`src/rtl/mapper_mmc1_if.sv`:
```
// ---------------------------------------------------------------------------
// mapper_mmc1_if
//   Cart-side bus bundle for the MMC1 (SxROM) mapper.
//   master : the console/cart bus (drives CPU/PPU bus and cart config,
//            receives memory addresses and selects)
//   slave  : the mapper itself
//   Signals:
//     cpu_addr, cpu_data_i, cpu_rw, romsel  CPU bus
//     ppu_addr                              PPU bus
//     chr_ram, prg_ram                      cart configuration
//     prg_mask, chr_mask, prgram_mask       address AND-masks
//     prg_addr, chr_addr, prgram_addr       memory addresses
//     prg_cs, chr_cs, prgram_cs             chip selects
//     mapper_reg_o                          {3'b000, control}
//     ciram_ce, ciram_a10                   nametable RAM control
//     irq                                   unused interrupt (always 0)
// ---------------------------------------------------------------------------
interface mapper_mmc1_if #(
  parameter int PRG_ROM_DEPTH = 18,
  parameter int CHR_ROM_DEPTH = 17,
  parameter int PRG_RAM_DEPTH = 13
);
  logic [14:0]              cpu_addr;
  logic [7:0]               cpu_data_i;
  logic                     cpu_rw;
  logic                     romsel;
  logic [13:0]              ppu_addr;
  logic                     chr_ram;
  logic                     prg_ram;
  logic [PRG_ROM_DEPTH-1:0] prg_mask;
  logic [CHR_ROM_DEPTH-1:0] chr_mask;
  logic [PRG_RAM_DEPTH-1:0] prgram_mask;
  logic [PRG_ROM_DEPTH-1:0] prg_addr;
  logic [CHR_ROM_DEPTH-1:0] chr_addr;
  logic [PRG_RAM_DEPTH-1:0] prgram_addr;
  logic                     prg_cs;
  logic                     chr_cs;
  logic                     prgram_cs;
  logic [7:0]               mapper_reg_o;
  logic                     ciram_ce;
  logic                     ciram_a10;
  logic                     irq;

  modport master (
    output cpu_addr, cpu_data_i, cpu_rw, romsel, ppu_addr, chr_ram, prg_ram,
           prg_mask, chr_mask, prgram_mask,
    input  prg_addr, chr_addr, prgram_addr, prg_cs, chr_cs, prgram_cs,
           mapper_reg_o, ciram_ce, ciram_a10, irq
  );

  modport slave (
    input  cpu_addr, cpu_data_i, cpu_rw, romsel, ppu_addr, chr_ram, prg_ram,
           prg_mask, chr_mask, prgram_mask,
    output prg_addr, chr_addr, prgram_addr, prg_cs, chr_cs, prgram_cs,
           mapper_reg_o, ciram_ce, ciram_a10, irq
  );
endinterface

```
`src/rtl/mapper_mmc1.sv`:
```
// ---------------------------------------------------------------------------
// mapper_mmc1
//   MMC1 (iNES mapper 1, SxROM). CPU writes to $8000-$FFFF are shifted in
//   one bit at a time; the fifth write loads control, chr0, chr1 or prg,
//   selected by A14..A13 of that fifth write. The registers drive PRG/CHR
//   banking and nametable mirroring; all outputs are combinational.
//   Ports:
//     clk_cpu  CPU clock, one bus cycle per rising edge
//     rst      synchronous, active-high reset
//     bus      mapper_mmc1_if.slave (CPU/PPU bus, masks, addresses, selects)
//   Optional feature:
//     MAPPER_MMC1_WRAM_DISABLE_EN  when defined, prg[4]=1 disables PRG RAM
// ---------------------------------------------------------------------------
module mapper_mmc1 #(
  parameter int PRG_ROM_DEPTH = 18,
  parameter int CHR_ROM_DEPTH = 17,
  parameter int PRG_RAM_DEPTH = 13
) (
  input logic          clk_cpu,
  input logic          rst,
  mapper_mmc1_if.slave bus
);

  logic [4:0]  control_q, control_d;
  logic [4:0]  chr0_q, chr0_d;
  logic [4:0]  chr1_q, chr1_d;
  logic [4:0]  prg_q, prg_d;
  logic [4:0]  shift_q, shift_d;
  logic [2:0]  count_q, count_d;
  logic        wrPrev_q, wrPrev_d;
  logic        wr;
  logic        accepted;
  logic [4:0]  value;
  logic [17:0] prgFull;
  logic [16:0] chrFull;
  logic [31:0] ramFull;
  logic        unusedBits;

  assign wr       = bus.romsel & ~bus.cpu_rw;
  // A write directly following another ROM write is the dummy write of a
  // read-modify-write instruction and must not clock the shifter.
  assign accepted = wr & ~wrPrev_q;
  assign value    = {bus.cpu_data_i[0], shift_q[4:1]};

  // Serial loader: bit 7 resets the shifter, otherwise collect LSB-first and
  // commit on the fifth accepted write to the register picked by A14..A13.
  always_comb begin
    control_d = control_q;
    chr0_d    = chr0_q;
    chr1_d    = chr1_q;
    prg_d     = prg_q;
    shift_d   = shift_q;
    count_d   = count_q;
    wrPrev_d  = wr;
    if (accepted) begin
      if (bus.cpu_data_i[7]) begin
        shift_d   = 5'h00;
        count_d   = 3'd0;
        control_d = control_q | 5'h0C;
      end else if (count_q < 3'd4) begin
        shift_d = value;
        count_d = count_q + 3'd1;
      end else begin
        case (bus.cpu_addr[14:13])
          2'b00:   control_d = value;
          2'b01:   chr0_d    = value;
          2'b10:   chr1_d    = value;
          default: prg_d     = value;
        endcase
        shift_d = 5'h00;
        count_d = 3'd0;
      end
    end
  end

  // Register bank with synchronous reset to power-on values.
  always_ff @(posedge clk_cpu) begin
    if (rst) begin
      control_q <= 5'h0C;
      chr0_q    <= 5'h00;
      chr1_q    <= 5'h00;
      prg_q     <= 5'h00;
      shift_q   <= 5'h00;
      count_q   <= 3'd0;
      wrPrev_q  <= 1'b0;
    end else begin
      control_q <= control_d;
      chr0_q    <= chr0_d;
      chr1_q    <= chr1_d;
      prg_q     <= prg_d;
      shift_q   <= shift_d;
      count_q   <= count_d;
      wrPrev_q  <= wrPrev_d;
    end
  end

  // PRG banking: 32KB mode ignores prg[0]; 16KB modes fix one half either
  // to bank 0 or to the all-ones bank (prg_mask trims it to the last bank).
  always_comb begin
    prgFull = {prg_q[3:1], bus.cpu_addr};
    case (control_q[3:2])
      2'b10:   prgFull = {(bus.cpu_addr[14] ? prg_q[3:0] : 4'h0), bus.cpu_addr[13:0]};
      2'b11:   prgFull = {(bus.cpu_addr[14] ? 4'hF : prg_q[3:0]), bus.cpu_addr[13:0]};
      default: prgFull = {prg_q[3:1], bus.cpu_addr};
    endcase
  end

  // CHR banking: one 8KB bank (chr0 without its LSB) or two 4KB banks.
  always_comb begin
    if (control_q[4]) begin
      chrFull = {(bus.ppu_addr[12] ? chr1_q : chr0_q), bus.ppu_addr[11:0]};
    end else begin
      chrFull = {chr0_q[4:1], bus.ppu_addr[12:0]};
    end
  end

  // Nametable mirroring: one-screen low/high, vertical, horizontal.
  always_comb begin
    case (control_q[1:0])
      2'b00:   bus.ciram_a10 = 1'b0;
      2'b01:   bus.ciram_a10 = 1'b1;
      2'b10:   bus.ciram_a10 = bus.ppu_addr[10];
      default: bus.ciram_a10 = bus.ppu_addr[11];
    endcase
  end

  assign ramFull          = {17'd0, bus.cpu_addr};
  assign bus.prg_addr     = prgFull[PRG_ROM_DEPTH-1:0] & bus.prg_mask;
  assign bus.chr_addr     = chrFull[CHR_ROM_DEPTH-1:0] & bus.chr_mask;
  assign bus.prgram_addr  = ramFull[PRG_RAM_DEPTH-1:0] & bus.prgram_mask;
  assign bus.prg_cs       = bus.romsel;
  assign bus.ciram_ce     = bus.ppu_addr[13];
  assign bus.chr_cs       = ~bus.ppu_addr[13];
  assign bus.mapper_reg_o = {3'b000, control_q};
  assign bus.irq          = 1'b0;

`ifdef MAPPER_MMC1_WRAM_DISABLE_EN
  assign bus.prgram_cs = bus.prg_ram & ~bus.romsel & (bus.cpu_addr[14:13] == 2'b11) & ~prg_q[4];
`else
  assign bus.prgram_cs = bus.prg_ram & ~bus.romsel & (bus.cpu_addr[14:13] == 2'b11);
`endif

  // Data bits 6..1 carry nothing for MMC1; CHR RAM banks exactly like ROM.
  assign unusedBits = ^{bus.cpu_data_i[6:1], bus.chr_ram, prg_q[4], ramFull[31:PRG_RAM_DEPTH]};

endmodule
```
`src/flat_wrapper.sv`:
```
// flat-port wrapper written by rule: the top's interface ports become plain ports
module mapper_mmc1_flat 
#(
  parameter int PRG_ROM_DEPTH = 18,
  parameter int CHR_ROM_DEPTH = 17,
  parameter int PRG_RAM_DEPTH = 13
)
  (clk_cpu, rst, bus_cpu_addr, bus_cpu_data_i, bus_cpu_rw, bus_romsel, bus_ppu_addr, bus_chr_ram, bus_prg_ram, bus_prg_mask, bus_chr_mask, bus_prgram_mask, bus_prg_addr, bus_chr_addr, bus_prgram_addr, bus_prg_cs, bus_chr_cs, bus_prgram_cs, bus_mapper_reg_o, bus_ciram_ce, bus_ciram_a10, bus_irq);
  mapper_mmc1_if #(.PRG_ROM_DEPTH(PRG_ROM_DEPTH), .CHR_ROM_DEPTH(CHR_ROM_DEPTH), .PRG_RAM_DEPTH(PRG_RAM_DEPTH)) bus_i ();
  input logic clk_cpu;
  input logic rst;
  input wire logic [$bits(bus_i.cpu_addr)-1:0] bus_cpu_addr;
  input wire logic [$bits(bus_i.cpu_data_i)-1:0] bus_cpu_data_i;
  input wire logic [$bits(bus_i.cpu_rw)-1:0] bus_cpu_rw;
  input wire logic [$bits(bus_i.romsel)-1:0] bus_romsel;
  input wire logic [$bits(bus_i.ppu_addr)-1:0] bus_ppu_addr;
  input wire logic [$bits(bus_i.chr_ram)-1:0] bus_chr_ram;
  input wire logic [$bits(bus_i.prg_ram)-1:0] bus_prg_ram;
  input wire logic [$bits(bus_i.prg_mask)-1:0] bus_prg_mask;
  input wire logic [$bits(bus_i.chr_mask)-1:0] bus_chr_mask;
  input wire logic [$bits(bus_i.prgram_mask)-1:0] bus_prgram_mask;
  output wire logic [$bits(bus_i.prg_addr)-1:0] bus_prg_addr;
  output wire logic [$bits(bus_i.chr_addr)-1:0] bus_chr_addr;
  output wire logic [$bits(bus_i.prgram_addr)-1:0] bus_prgram_addr;
  output wire logic [$bits(bus_i.prg_cs)-1:0] bus_prg_cs;
  output wire logic [$bits(bus_i.chr_cs)-1:0] bus_chr_cs;
  output wire logic [$bits(bus_i.prgram_cs)-1:0] bus_prgram_cs;
  output wire logic [$bits(bus_i.mapper_reg_o)-1:0] bus_mapper_reg_o;
  output wire logic [$bits(bus_i.ciram_ce)-1:0] bus_ciram_ce;
  output wire logic [$bits(bus_i.ciram_a10)-1:0] bus_ciram_a10;
  output wire logic [$bits(bus_i.irq)-1:0] bus_irq;
  assign bus_i.cpu_addr = bus_cpu_addr;
  assign bus_i.cpu_data_i = bus_cpu_data_i;
  assign bus_i.cpu_rw = bus_cpu_rw;
  assign bus_i.romsel = bus_romsel;
  assign bus_i.ppu_addr = bus_ppu_addr;
  assign bus_i.chr_ram = bus_chr_ram;
  assign bus_i.prg_ram = bus_prg_ram;
  assign bus_i.prg_mask = bus_prg_mask;
  assign bus_i.chr_mask = bus_chr_mask;
  assign bus_i.prgram_mask = bus_prgram_mask;
  assign bus_prg_addr = bus_i.prg_addr;
  assign bus_chr_addr = bus_i.chr_addr;
  assign bus_prgram_addr = bus_i.prgram_addr;
  assign bus_prg_cs = bus_i.prg_cs;
  assign bus_chr_cs = bus_i.chr_cs;
  assign bus_prgram_cs = bus_i.prgram_cs;
  assign bus_mapper_reg_o = bus_i.mapper_reg_o;
  assign bus_ciram_ce = bus_i.ciram_ce;
  assign bus_ciram_a10 = bus_i.ciram_a10;
  assign bus_irq = bus_i.irq;
  mapper_mmc1 #(.PRG_ROM_DEPTH(PRG_ROM_DEPTH), .CHR_ROM_DEPTH(CHR_ROM_DEPTH), .PRG_RAM_DEPTH(PRG_RAM_DEPTH)) u_core (.clk_cpu(clk_cpu), .rst(rst), .bus(bus_i));
endmodule
```
`config.mk`:
```
export PLATFORM = sky130hd
export DESIGN_NAME = mapper_mmc1_flat
export DESIGN_NICKNAME = d
export VERILOG_FILES = /design/src/rtl/mapper_mmc1_if.sv /design/src/rtl/mapper_mmc1.sv /design/src/flat_wrapper.sv
export SDC_FILE = /design/constraint.sdc
export NUM_CORES = 1
export LEC_CHECK = 0
export ABC_AREA = 1
export BUFFER_PORTS_ARGS = -buffer_cell sky130_fd_sc_hd__buf_2
export CAP_MARGIN = 20
export CORE_MARGIN = 1
export CORE_UTILIZATION = 35
export DETAILED_ROUTE_END_ITERATION = 10
export MAX_ROUTING_LAYER = met4
export PLACE_DENSITY = 0.77
export SLEW_MARGIN = 20
export SYNTH_ARGS = -nofsm -noshare
export SYNTH_HDL_FRONTEND = slang
export SYNTH_SLANG_ARGS = --single-unit
```
`constraint.sdc`:
```
create_clock -name clk_cpu -period 1 [get_ports clk_cpu]
set_input_delay 0.25 -clock clk_cpu [delete_from_list [all_inputs] [get_ports clk_cpu]]
set_output_delay 0.25 -clock clk_cpu [all_outputs]
set_load 0.01 [all_outputs]
```
==> impl_metrics.env <==
export IMPL_p_int_mw=1.68
export IMPL_r2r_start="u_core.count_q[2]"
export IMPL_ant_nets=0
export IMPL_initial_core_util_pct=37.5
export IMPL_hold_viol=0
export IMPL_grt_pass1_vias=2088
export IMPL_hold_buffers=0
export IMPL_grt_max_degree=22
export IMPL_grt_use_total_pct=20.7
export IMPL_sw_frac_of_total_pct=30.2
export IMPL_die_height_um=74.1
export IMPL_wl_per_cell_um=11.1
export IMPL_clock_sinks=27
export IMPL_hold_ws_ps=264
export IMPL_tightestPinTransition_ps=494
export IMPL_cp_slowest_cell="dfxtp_4"
export IMPL_maxSlewViolCount=0
export IMPL_dpl_hpwl_um=4480
export IMPL_drive_above_1_share_pct=53.5
export IMPL_areaGrowthSynthToFinish_pct=70.1
export IMPL_p_leak_nw=1.84
export IMPL_synth_area_per_cell_um2=5.85
export IMPL_net_switching_power_mw=0.730
export IMPL_ys_seq_area_share_pct=29.7
export IMPL_status="finished, violations left"
export IMPL_placed_cell_area_um2=2700
export IMPL_syn_cell_area_um2=1820
export IMPL_drc=0
export IMPL_worstSetupPathType="flop to output port"
export IMPL_end_kind="output port"
export IMPL_min_path_type="primary input to flop"
export IMPL_power_density_nw_per_um2=780
export IMPL_post_place_ws_ps=-192
export IMPL_cts_root_buf="clkbuf_8"
export IMPL_yosysTopAreaCell="dfxtp_1"
export IMPL_cp_top_family="flip-flops"
export IMPL_synth_cells=311
export IMPL_seqPwrFrac_pct=45.1
export IMPL_final_cell_mix="buf_2 (134), nand2_1 (76), inv_1 (66)"
export IMPL_maxCapViolCount=0
export IMPL_start_kind="flop"
export IMPL_r2r_setup_slack_ps=-120
export IMPL_dieArea_um2=5490
export IMPL_holdPathEnd="u_core.shift_q[4]"
export IMPL_finalNetCount=560
export IMPL_worstPathArrival_ps=1140
export IMPL_fin_area_um2=3090
export IMPL_hold_depth=3
export IMPL_gr_total_overflow=0
export IMPL_critPathRequiredTime_ps=750
export IMPL_fmax_mhz=719
export IMPL_final_common_cell="buf_2"
export IMPL_finalSetupTns_ps=-5280
export IMPL_antenna_found_initial=0
export IMPL_crit_chain="buf_6, a21oi_2, o21a_1, buf_2"
export IMPL_dr_first_iter_drc_count=59
export IMPL_slowest_delay_ps=380
export IMPL_finClkSkew_ps=4.71
export IMPL_num_rows=25
export IMPL_vdd_drop_max_v=0.000545
export IMPL_htreeDepth=1
export IMPL_dr_total_vias=2398
export IMPL_coreArea_um2=4850
export IMPL_clkPwrFrac_pct=26.6
export IMPL_r2r_worst_path_cells=7
export IMPL_grt_first_pass_wirelength_um=8540
export IMPL_rsz0062_at_grt="yes"
export IMPL_min_delay_start="bus_cpu_data_i[0]"
export IMPL_combPwrFrac_pct=28.3
export IMPL_place_congestion=0.799
export IMPL_fin_util_pct=63.8
export IMPL_finalSetupViolCount=32
export IMPL_final_setup_worst_slack_ps=-390
export IMPL_vias_per_cell=4.49
export IMPL_clock_latency_ps=280
export IMPL_critical_path_buf_inv_count=2
export IMPL_r2r_end="u_core.chr1_q[2]"
export IMPL_diodes=0
export IMPL_numCtsBuffers=3
export IMPL_drt_pass1_iter_count=4
export IMPL_yosys_warnings=0
export IMPL_cts_max_path_buffers=2
export IMPL_drt_total_wl_um=5920
export IMPL_failed_checks="negative setup slack"
export IMPL_cts_tree="done"
export IMPL_port_buffers=141
export IMPL_critPathLaunch="u_core.control_q[3]"
export IMPL_die_w_um=74.1
export IMPL_synth_cell_types=21
export IMPL_fin_crit_sh_pct=139
export IMPL_clkSlewWorstSetupHoldPaths_ps=100
export IMPL_synth_seq_cells=27
export IMPL_relSlewSlack_pct=66.7
export IMPL_io_pins=153
export IMPL_yosys_area_top_type_share_pct=29.7
export IMPL_min_period_ps=1390
export IMPL_synthTopCellsByArea="dfxtp_1 (30%), nand2_1 (19%), inv_1 (17%)"
export IMPL_worstPathMaxFanout=4
-- repair_timing --
action                                  4_1_cts  5_1_grt
cloned                                        1        2
buffers inserted                              1        3
endpoints found under the setup margin       43       42
gates resized for setup                      42       58
pin swaps                                    40       29
-- tightest hold or removal path: stages --
cell and delay, ps:
buf_2 120, nand3_1 80, a21oi_1 60
-- power groups by stage --
stage	logic [mW]	clock network (mW)	registers, mW
2_1_floorplan	0.290	0	1.12
3_3_place_gp	0.596	0	1.12
3_5_place_dp	0.609	0	1.12
4_1_cts	0.643	0.678	1.09
5_1_grt	0.756	0.725	1.09
6_report	0.683	0.643	1.09
-- metrics by stage --
step / power, mW / std cells
3_3_place_gp: 1.71 / 524
3_5_place_dp: 1.72 / 524
6_report: 2.41 / 534
2_1_floorplan: 1.41 / 314
4_1_cts: 2.41 / 530
5_1_grt: 2.57 / 534
-- worst max path at each step --
stage | end | cells past startpoint | slack (ps)
after floorplan | bus_prg_addr[16] | 4 | -20
after global placement | bus_prg_addr[16] | 6 | -170
after detailed placement | bus_prg_addr[16] | 6 | -190
after CTS | bus_prg_addr[15] | 5 | -380
after global routing | bus_prg_addr[14] | 4 | -440
final | bus_prg_addr[14] | 4 | -390
-- Yosys cell counts, drive strengths merged --
| library cell | count |
|---|---|
| nand3 | 16 |
| nand2 | 94 |
| clkinv | 1 |
| o21ai | 7 |
| nand4 | 19 |
| buf | 13 |
| inv | 87 |
| ha | 1 |
| a21oi | 16 |
| nor2 | 27 |
| o21a | 1 |
| a21boi | 1 |
| conb | 1 |
| dfxtp | 27 |
-- sequential cells by signal, summed over array words and instances (netlist names) --
name,flops
u_core.chr1_q,5
u_core.control_q,5
u_core.prg_q,4
u_core.wrPrev_q,1
u_core.shift_q,4
u_core.count_q,3
u_core.chr0_q,5
-- metal layers --
metal	global-route usage [%]	wire length [µm]	share of wire [%]
met5	-	0	0
met4	6.62	59	1.0
met3	2.57	359	6.1
met2	39.9	3130	53
met1	21.4	2370	40
-- final cells by class --
cell class                 instances  area (µm²)
clock inverter                     1        7.51
inverter                          88         332
tap                               67        83.8
fill                             429        1760
multi-input combinational        187        1090
sequential                        27         557
clock buffer                       3        41.3
timing repair buffer             161         985
-- kinds of logic after synthesis --
group | after synthesis | share of synthesized area, %
buffers and inverters | 101 | 23.3
other | 1 | 0.206
AND/OR/NAND/NOR | 156 | 39.0
adder cells (fa/ha/maj) | 1 | 0.688
AO/OA/AOI/OAI | 25 | 7.16
flip-flops | 27 | 29.7
Note: power is estimated with default switching activity, not from simulation.
